**config.mk**
```make
export PLATFORM = sky130hd
export DESIGN_NAME = spi_target_flat
export DESIGN_NICKNAME = d
export VERILOG_FILES = /design/src/rtl/spi_target_if.sv /design/src/rtl/spi_target.sv /design/src/flat_wrapper.sv
export SDC_FILE = /design/constraint.sdc
export NUM_CORES = 1
export LEC_CHECK = 0
export ABC_AREA = 1
export CORE_ASPECT_RATIO = 1.2
export CORE_UTILIZATION = 25
export CTS_BUF_LIST = sky130_fd_sc_hd__clkbuf_4
export CTS_CLUSTER_DIAMETER = 100
export DETAILED_ROUTE_END_ITERATION = 7
export HOLD_SLACK_MARGIN = 0.12
export PLACE_DENSITY = 0.45
export SYNTH_ARGS = -nofsm -noshare
export SYNTH_HDL_FRONTEND = slang
export SYNTH_SLANG_ARGS = --single-unit
```
**constraint.sdc**
```tcl
create_clock -name clk -period 1.23 [get_ports clk]
set_input_delay 0.246 -clock clk [delete_from_list [all_inputs] [get_ports clk]]
set_output_delay 0.246 -clock clk [all_outputs]
set_load 0.005 [all_outputs]
```
**src/rtl/spi_target_if.sv**
```systemverilog
// CPU-side register window of the SPI target: address, write/read strobes and data.
// The CPU drives the master modport; spi_target sits on the slave modport.
interface spi_target_if;
  logic [2:0] reg_addr;
  logic [7:0] reg_data_in;
  logic [7:0] reg_data_out;
  logic       reg_read;
  logic       reg_write;

  modport master (output reg_addr, reg_data_in, reg_read, reg_write, input reg_data_out);
  modport slave  (input reg_addr, reg_data_in, reg_read, reg_write, output reg_data_out);
endinterface

```
**src/rtl/spi_target.sv**
```systemverilog
// SPI target: synchronises the host pins into clk, shifts 8-bit frames in all four modes,
// and double-buffers RX/TX bytes behind an 8-bit register window with a level interrupt.
module spi_target #(
  parameter int         SYNC_STAGES = 2,
  parameter logic [7:0] IDLE_BYTE   = 8'hff
) (
  input  logic clk,
  input  logic reset,
  input  logic sclk,
  input  logic cs_n,
  input  logic mosi,
  output logic miso,
  output logic miso_oe,
  output logic interrupt,
  spi_target_if.slave bus
);
  typedef enum logic {IDLE, ACTIVE} state_t;

  localparam int ST_RX = 0, ST_TX = 1, ST_OVR = 2, ST_UND = 3, ST_END = 4;

  logic [SYNC_STAGES-1:0] sclk_sync, cs_sync, mosi_sync;
  logic sclk_prev, cs_prev;

  // cs is reset to "selected" so a host still holding cs_n low after reset does not look like a new frame
  always_ff @(posedge clk) begin
    if (reset) begin
      sclk_sync <= '0;
      cs_sync   <= '0;
      mosi_sync <= '0;
      sclk_prev <= 1'b0;
      cs_prev   <= 1'b0;
    end else begin
      sclk_sync <= {sclk_sync[SYNC_STAGES-2:0], sclk};
      cs_sync   <= {cs_sync[SYNC_STAGES-2:0], cs_n};
      mosi_sync <= {mosi_sync[SYNC_STAGES-2:0], mosi};
      sclk_prev <= sclk_sync[SYNC_STAGES-1];
      cs_prev   <= cs_sync[SYNC_STAGES-1];
    end
  end

  logic sclk_s, cs_s, mosi_s;
  assign sclk_s = sclk_sync[SYNC_STAGES-1];
  assign cs_s   = cs_sync[SYNC_STAGES-1];
  assign mosi_s = mosi_sync[SYNC_STAGES-1];

  state_t      state_reg, state_next;
  logic [2:0]  bit_cnt_reg, bit_cnt_next;
  logic [7:0]  sh_tx_reg, sh_tx_next;
  logic [6:0]  sh_rx_reg, sh_rx_next;
  logic        need_load_reg, need_load_next;
  logic        cpol_reg, cpol_next, cpha_reg, cpha_next;
  logic        miso_reg, miso_next, miso_oe_reg, miso_oe_next;
  logic [7:0]  rx_hold_reg, rx_hold_next, tx_hold_reg, tx_hold_next;
  logic        rx_full_reg, rx_full_next, tx_full_reg, tx_full_next;
  logic [4:0]  int_status_reg, int_status_next, int_enable_reg, int_enable_next;
  logic [1:0]  mode_reg, mode_next;

  logic sclk_rise, sclk_fall, cs_fall, cs_rise, lead, trail, sample, drive;
  logic rd_rx, wr_tx, wr_int, wr_cfg, load;
  logic [4:0] set_mask, w1c_mask;
  logic [7:0] load_byte, rx_byte;

  assign sclk_rise = sclk_s & ~sclk_prev;
  assign sclk_fall = ~sclk_s & sclk_prev;
  assign cs_fall   = ~cs_s & cs_prev;
  assign cs_rise   = cs_s & ~cs_prev;
  assign lead      = cpol_reg ? sclk_fall : sclk_rise;
  assign trail     = cpol_reg ? sclk_rise : sclk_fall;
  assign sample    = cpha_reg ? trail : lead;
  assign drive     = cpha_reg ? lead : trail;

  assign rd_rx    = bus.reg_read  && (bus.reg_addr == 3'd0);
  assign wr_tx    = bus.reg_write && (bus.reg_addr == 3'd0);
  assign wr_int   = bus.reg_write && (bus.reg_addr == 3'd2);
  assign wr_cfg   = bus.reg_write && (bus.reg_addr == 3'd3);
  assign w1c_mask = wr_int ? bus.reg_data_in[4:0] : 5'd0;

  assign load_byte = tx_full_reg ? tx_hold_reg : IDLE_BYTE;
  assign rx_byte   = {sh_rx_reg, mosi_s};

  always_comb begin
    state_next      = state_reg;
    bit_cnt_next    = bit_cnt_reg;
    sh_tx_next      = sh_tx_reg;
    sh_rx_next      = sh_rx_reg;
    need_load_next  = need_load_reg;
    cpol_next       = cpol_reg;
    cpha_next       = cpha_reg;
    miso_next       = miso_reg;
    rx_hold_next    = rx_hold_reg;
    rx_full_next    = rx_full_reg;
    tx_hold_next    = tx_hold_reg;
    tx_full_next    = tx_full_reg;
    int_enable_next = int_enable_reg;
    mode_next       = mode_reg;
    set_mask        = '0;
    load            = 1'b0;

    if (rd_rx) rx_full_next = 1'b0;

    unique case (state_reg)
      IDLE: begin
        if (cs_fall) begin
          state_next     = ACTIVE;
          bit_cnt_next   = '0;
          need_load_next = 1'b0;
          cpol_next      = mode_reg[1];
          cpha_next      = mode_reg[0];
          load           = 1'b1;
          sh_tx_next     = load_byte;
          if (!mode_reg[0]) miso_next = load_byte[7];
        end
      end
      ACTIVE: begin
        if (cs_rise) begin
          state_next           = IDLE;
          bit_cnt_next         = '0;
          need_load_next       = 1'b0;
          set_mask[ST_END]     = 1'b1;
        end else begin
          if (sample) begin
            sh_rx_next = rx_byte[6:0];
            if (bit_cnt_reg == 3'd7) begin
              bit_cnt_next     = '0;
              need_load_next   = 1'b1;
              set_mask[ST_RX]  = 1'b1;
              // a read in this same clk frees the buffer, so the new byte is not an overrun
              if (rx_full_reg && !rd_rx) begin
                set_mask[ST_OVR] = 1'b1;
              end else begin
                rx_hold_next = rx_byte;
                rx_full_next = 1'b1;
              end
            end else begin
              bit_cnt_next = bit_cnt_reg + 3'd1;
            end
          end
          if (drive) begin
            if (need_load_reg) begin
              load           = 1'b1;
              need_load_next = 1'b0;
              miso_next      = load_byte[7];
              sh_tx_next     = cpha_reg ? {load_byte[6:0], 1'b0} : load_byte;
            end else begin
              miso_next  = cpha_reg ? sh_tx_reg[7] : sh_tx_reg[6];
              sh_tx_next = {sh_tx_reg[6:0], 1'b0};
            end
          end
        end
      end
      default: state_next = IDLE;
    endcase

    if (load) begin
      if (tx_full_reg) begin
        tx_full_next    = 1'b0;
        set_mask[ST_TX] = 1'b1;
      end else begin
        set_mask[ST_UND] = 1'b1;
      end
    end
    if (wr_tx) begin
      tx_hold_next = bus.reg_data_in;
      tx_full_next = 1'b1;
    end
    if (wr_cfg) begin
      int_enable_next = bus.reg_data_in[6:2];
      mode_next       = bus.reg_data_in[1:0];
    end

    int_status_next = (int_status_reg & ~w1c_mask) | set_mask;
    miso_oe_next    = (state_next == ACTIVE);
  end

  always_ff @(posedge clk) begin
    if (reset) begin
      state_reg      <= IDLE;
      bit_cnt_reg    <= '0;
      sh_tx_reg      <= '0;
      sh_rx_reg      <= '0;
      need_load_reg  <= 1'b0;
      cpol_reg       <= 1'b0;
      cpha_reg       <= 1'b0;
      miso_reg       <= 1'b0;
      miso_oe_reg    <= 1'b0;
      rx_hold_reg    <= '0;
      rx_full_reg    <= 1'b0;
      tx_hold_reg    <= '0;
      tx_full_reg    <= 1'b0;
      int_status_reg <= '0;
      int_enable_reg <= '0;
      mode_reg       <= '0;
    end else begin
      state_reg      <= state_next;
      bit_cnt_reg    <= bit_cnt_next;
      sh_tx_reg      <= sh_tx_next;
      sh_rx_reg      <= sh_rx_next;
      need_load_reg  <= need_load_next;
      cpol_reg       <= cpol_next;
      cpha_reg       <= cpha_next;
      miso_reg       <= miso_next;
      miso_oe_reg    <= miso_oe_next;
      rx_hold_reg    <= rx_hold_next;
      rx_full_reg    <= rx_full_next;
      tx_hold_reg    <= tx_hold_next;
      tx_full_reg    <= tx_full_next;
      int_status_reg <= int_status_next;
      int_enable_reg <= int_enable_next;
      mode_reg       <= mode_next;
    end
  end

  assign miso      = miso_reg;
  assign miso_oe   = miso_oe_reg;
  assign interrupt = |(int_status_reg & int_enable_reg);

  always_comb begin
    unique case (bus.reg_addr)
      3'd0:    bus.reg_data_out = rx_hold_reg;
      3'd1:    bus.reg_data_out = {4'b0, ~cs_s, tx_full_reg, rx_full_reg, (bit_cnt_reg != 3'd0)};
      3'd2:    bus.reg_data_out = {3'b0, int_status_reg};
      3'd3:    bus.reg_data_out = {1'b0, int_enable_reg, mode_reg};
      default: bus.reg_data_out = 8'h00;
    endcase
  end
endmodule

```
**src/flat_wrapper.sv**
```systemverilog
// flat-port wrapper written by rule: the top's interface ports become plain ports
module spi_target_flat 
#(
  parameter int         SYNC_STAGES = 2,
  parameter logic [7:0] IDLE_BYTE   = 8'hff
)
  (clk, reset, sclk, cs_n, mosi, miso, miso_oe, interrupt, bus_reg_addr, bus_reg_data_in, bus_reg_read, bus_reg_write, bus_reg_data_out);
  spi_target_if bus_i ();
  input  logic clk;
  input  logic reset;
  input  logic sclk;
  input  logic cs_n;
  input  logic mosi;
  output logic miso;
  output logic miso_oe;
  output logic interrupt;
  input wire logic [$bits(bus_i.reg_addr)-1:0] bus_reg_addr;
  input wire logic [$bits(bus_i.reg_data_in)-1:0] bus_reg_data_in;
  input wire logic [$bits(bus_i.reg_read)-1:0] bus_reg_read;
  input wire logic [$bits(bus_i.reg_write)-1:0] bus_reg_write;
  output wire logic [$bits(bus_i.reg_data_out)-1:0] bus_reg_data_out;
  assign bus_i.reg_addr = bus_reg_addr;
  assign bus_i.reg_data_in = bus_reg_data_in;
  assign bus_i.reg_read = bus_reg_read;
  assign bus_i.reg_write = bus_reg_write;
  assign bus_reg_data_out = bus_i.reg_data_out;
  spi_target #(.SYNC_STAGES(SYNC_STAGES), .IDLE_BYTE(IDLE_BYTE)) u_core (.clk(clk), .reset(reset), .sclk(sclk), .cs_n(cs_n), .mosi(mosi), .miso(miso), .miso_oe(miso_oe), .interrupt(interrupt), .bus(bus_i));
endmodule
```
==> Word level (Yosys, flattened, before mapping) <==
Cells that the tools add are included.
{ "classes": {"n_addsub": 1, "mul": 0, "div_mod_pow": 0, "order_cmp": 0, "n_eq_ne": 9, "shift": 0, "mux": 62, "n_bitwise": 15, "reduce_logical": 16} }
{ "ops": {"columns": ["operator", "count"], "rows": [
  ["8-bit two-way mux", 6],
  ["1-bit two-way mux", 44],
  ["8-bit one-hot mux with 4 select lines", 1],
  ["8-bit one-hot mux with 2 select lines", 1],
  ["3-bit two-way mux", 4],
  ["5-bit AND", 2],
  ["1-bit one-hot mux with 2 select lines", 4],
  ["1-bit NOT", 7],
  ["3-bit by 2-bit equality test with 1-bit output, second input constant", 2],
  ["2-bit inequality test, second input constant", 3],
  ["3-bit one-hot mux with 2 select lines", 1],
  ["3-bit AND reduction", 2],
  ["1-bit logical AND", 5],
  ["5-bit two-way mux", 1],
  ["5-bit NOT", 1],
  ["5-bit OR", 1],
  ["5-bit AND reduction", 1],
  ["5-bit OR reduction", 1],
  ["1-bit AND", 4],
  ["2-bit AND reduction", 2],
  ["4-bit AND reduction", 1],
  ["3-bit by 1-bit adder with 3-bit output, second input constant", 1],
  ["3-bit by 1-bit equality test with 1-bit output, second input constant", 1],
  ["3-bit equality test, second input constant", 1],
  ["other kinds (6)", 6]
]} }
{ "word_totals": {"register_bits": 61, "latch_bits": 0, "ram_bits": 0, "rom_bits": 0, "output_inout_bits": 11, "wordCells": 123, "memories": 0} }

==> Logic depth before layout (Yosys ltp) <==
{ "depth": {"ltp_word": 10, "ltp_mapped": 10, "mapped_depth_nobuf": 10} }

==> Worst setup path before layout <==
OpenSTA, ideal clock, no wires.
{ "synth_path": {"kind": "register to register", "start": "register u_core.bit_cnt_reg[0]", "end": "register u_core.bit_cnt_reg[0]", "setup_time_ns": 0.116, "arrival_ns": 1.239, "path_slack_ns": -0.125, "path_stages_with_launch": 7, "synth_period_minus_slack_ns": 1.355, "path_cell_list": "dfxtp_1 -> ha_1 -> ha_1 -> buf_1 -> nor3_1 -> o21ai_0 -> nor2_1"} }
{ "synth_via": {"elab_chain_cells": 5, "word_cells_on_any_way": 6, "cone_classes": "add/sub (1); eq/ne (1); mux (4)"} }
{ "synth_rtl": {"columns": ["element", "line_no", "text"], "rows": [
  ["start, declared", "spi_target.sv:47", "logic [2:0] bit_cnt_reg, bit_cnt_next;"],
  ["start signal, assigned", "spi_target.sv:195", "bit_cnt_reg <= bit_cnt_next;"],
  ["3-bit by 1-bit adder with 3-bit output or 3-bit equality test (tied branches)", "spi_target.sv:135, spi_target.sv:123", null],
  ["3-bit two-way mux *", "spi_target.sv:123", "if (bit_cnt_reg == 3'd7) begin"],
  ["3-bit two-way mux *", "spi_target.sv:121", "if (sample) begin"],
  ["3-bit two-way mux *", "spi_target.sv:115", "if (cs_rise) begin"],
  ["3-bit one-hot mux with 2 select lines *", "spi_target.sv:101", "unique case (state_reg)"]
]} }
Mark *: on every way between the ends. The rest lies on a longest branch, timed or not. The select of a mux whose other input is x is not followed.
A chain may end at the register's enable or synchronous reset.

==> Final worst setup path <==
{ "layout_path": {"start": "register u_core.bit_cnt_reg[1]", "end": "output port bus_reg_data_out[0]"} }
{ "layout_via": {"elab_chain_cells": 2} }
{ "layout_rtl": {"columns": ["element", "line_no", "text"], "rows": [
  ["3-bit nonzero test", "spi_target.sv:220", "3'd1: bus.reg_data_out = {4'b0, ~cs_s, tx_full_reg, rx_full_reg, (bit_cnt_reg != 3'd0)};"],
  ["8-bit one-hot mux with 4 select lines", "spi_target.sv:218", "unique case (bus.reg_addr)"],
  ["end, declared", "flat_wrapper.sv:21", "output wire logic [$bits(bus_i.reg_data_out)-1:0] bus_reg_data_out;"]
]} }
Every way passes these cells.

==> flow_metrics.tcl <==
set metrics [dict create \
    status "complete, but fails checks" \
    violations "design-rule violations, negative setup slack" \
    start_util_pct 26.0 \
    synth_async_sr_flop_share_pct 0 \
    grt_pass1_vias 2874 \
    period_share_pct 130 \
    yosysTopAreaCellShare_pct 44.0 \
    row_count 41 \
    ys_seq_area_share_pct 44.0 \
    fmax_mhz 624 \
    power_mw 4.44 \
    htreeDepth 3 \
    clk_path_buf_depth 2 \
    drtPass1Iterations 6 \
    dpl_cell_area_sq_mm 0.00364 \
    drive_gt1_share_pct 48.2 \
    arrival_ps 1360 \
    fin_nets 510 \
    yosys.area.top_type "dfxtp_1" \
    maxCapViolations 0 \
    crit_type "reg -> out" \
    coreArea_sq_mm 0.0107 \
    ys_top_cells_by_count "nand2_1, dfxtp_1, nor2_1" \
    grt_start_max_net_pins 27 \
    root_buffer "clkbuf_4" \
    numCtsBuffers 9 \
    fin_worst_skew_ps 20.9 \
    synth.distinct_cells 32 \
    die_area_sq_mm 0.0115 \
    relSlewSlack_pct 82.3 \
    die_w_microns 98.2 \
    overflow 0 \
    yosysWarningCount 0 \
    critPathCaptureType "output port" \
    vias_per_cell 4.53 \
    hold_path.class "in -> reg" \
    syn-num-nets 403 \
    worst_pin_slew_ps 266 \
    rsz0062_at_grt "yes" \
    cts_tree "done" \
    drv_slew 0 \
    track_usage_pct 14.7 \
    finalSetupViolCount 40 \
    worst_slack_ps -373 \
    drtIter0Drc 78 \
    synth.avg_cell_area_sq_um 7.27 \
    via_count 2821 \
    path_max_fanout 2 \
    hold_buffers 0 \
    post-route-drc-count 1 \
    numPortBuffers 28 \
    antennaDiodeCount 0 \
    clock_latency_ps 420 \
    clk_pin_slew_ps 90 \
    synth_ff_type "dfxtp_1" \
    yosys_register_bits 61 \
    synth-edff-count 0 \
    synth.most_common_cell "nand2_1" \
    p_leak_nw 1.80 \
    cts.sinks 61 \
    wire_per_inst_microns 13.0 \
    fin_area_sq_mm 0.00457 \
    fp.dieH_microns 117 \
    irDropWorstVdd_v 0.000538 \
    boundaryPins 29 \
    place_hpwl_microns 5570 \
    cp-start-kind "register" \
    synth_area_sq_mm 0.00278 \
    ant_nets 0 \
    drt-total-wl_microns 8070 \
    min_period_ps 1600 \
    gp_congestion 0.736 \
    syn-instance-count 382 \
    netlist_top_cells_area "dfxtp_1, nand2_1, nor2_1" \
    antenna_found_initial 0 \
    grt_pass1_wl_microns 13500 \
    finalHoldViolCount 0 \
    cp_data_required_time_ps 980 \
    syn2layout_area_growth_pct 64.7 \
    p_per_area_mw_per_mm2 970 \
]
## where the power goes
group / total [mW] / internal (mW) / switching (mW)
combinational: 0.580 / 0.282 / 0.298
sequential: 2.06 / 2.02 / 0.0395
clock: 1.80 / 1.02 / 0.779
total: 4.44 / 3.32 / 1.12
## critical path: stages, from the launching register on
cell and delay (ps):
dfxtp_2 330, inv_2 60, ha_4 130, inv_2 30
o21ai_2 120, o2111ai_2 130, buf_2 160
## placed cells by master (no fill, tap or decap), drive strengths merged, types with 6 or more instances in the layout
cell	count
a21oi	37
nor2	52
inv	50
buf	90
nand3	28
o22ai	6
nand4	9
clkdlybuf4s50	14
clkbuf	11
nand2	69
o21ai	38
dfxtp	61
## through the flow
step | utilization (%) | setup WS (ps) | cells | TNS (ps) | hold slack [ps]
2_1_floorplan | - | -9.87 | 382 | -9.87 | 353
3_3_place_gp | 34.1 | -853 | 584 | -22350 | 395
3_5_place_dp | 34.1 | -897 | 584 | -23720 | 399
4_1_cts | 40.4 | -446 | 617 | -3970 | 316
5_1_grt | 42.9 | -483 | 623 | -7430 | 334
6_report | 42.9 | -373 | 623 | -4110 | 347
## final cells by class
type	count	area, sq um
fill	1098	6100
clock buffer	9	67.6
tap	129	161
sequential	61	1260
multi-input combinational	256	1780
timing repair inverter	1	5.00
inverter	53	234
clock inverter	7	114
timing repair buffer	107	952
## logic make-up after synthesis
| logic type | after synthesis | synth area share [%] |
|---|---|---|
| and+or+nand+nor | 160 | 26.6 |
| buffers and inverters | 66 | 9.68 |
| AOI/OAI and AO/OA | 92 | 18.4 |
| DFF | 61 | 44.0 |
| adders and majority gates | 3 | 1.35 |
## timing repair
action,CTS,global route
pin swaps,58,36
cloned,1,1
buffers inserted,17,9
endpoints found under the setup margin,59,52
gates resized for setup,184,70
## final timing paths
path / from / endpoint / slack, ps / cells past startpoint
worst max register to register: u_core.state_reg$_SDFF_PP0_ / u_core.sh_rx_reg[5]$_SDFFE_PP0P_ / -160 / 8
worst min-delay path: cs_n / u_core.cs_sync[0]$_SDFF_PP0_ / 350 / 3
worst min register to register: u_core.cs_sync[0]$_SDFF_PP0_ / u_core.cs_sync[1]$_SDFF_PP0_ / 400 / 2
worst max-delay path: u_core.bit_cnt_reg[1]$_SDFFE_PP0P_ / bus_reg_data_out[0] / -370 / 6
## metal layers
metal	track usage [%]	part of all wire, %
met1	17.8	45
met2	25.7	52
met3	3.09	2.5
met4	5.41	1.3
met5	0	0
(Power assumes the default switching activity.)
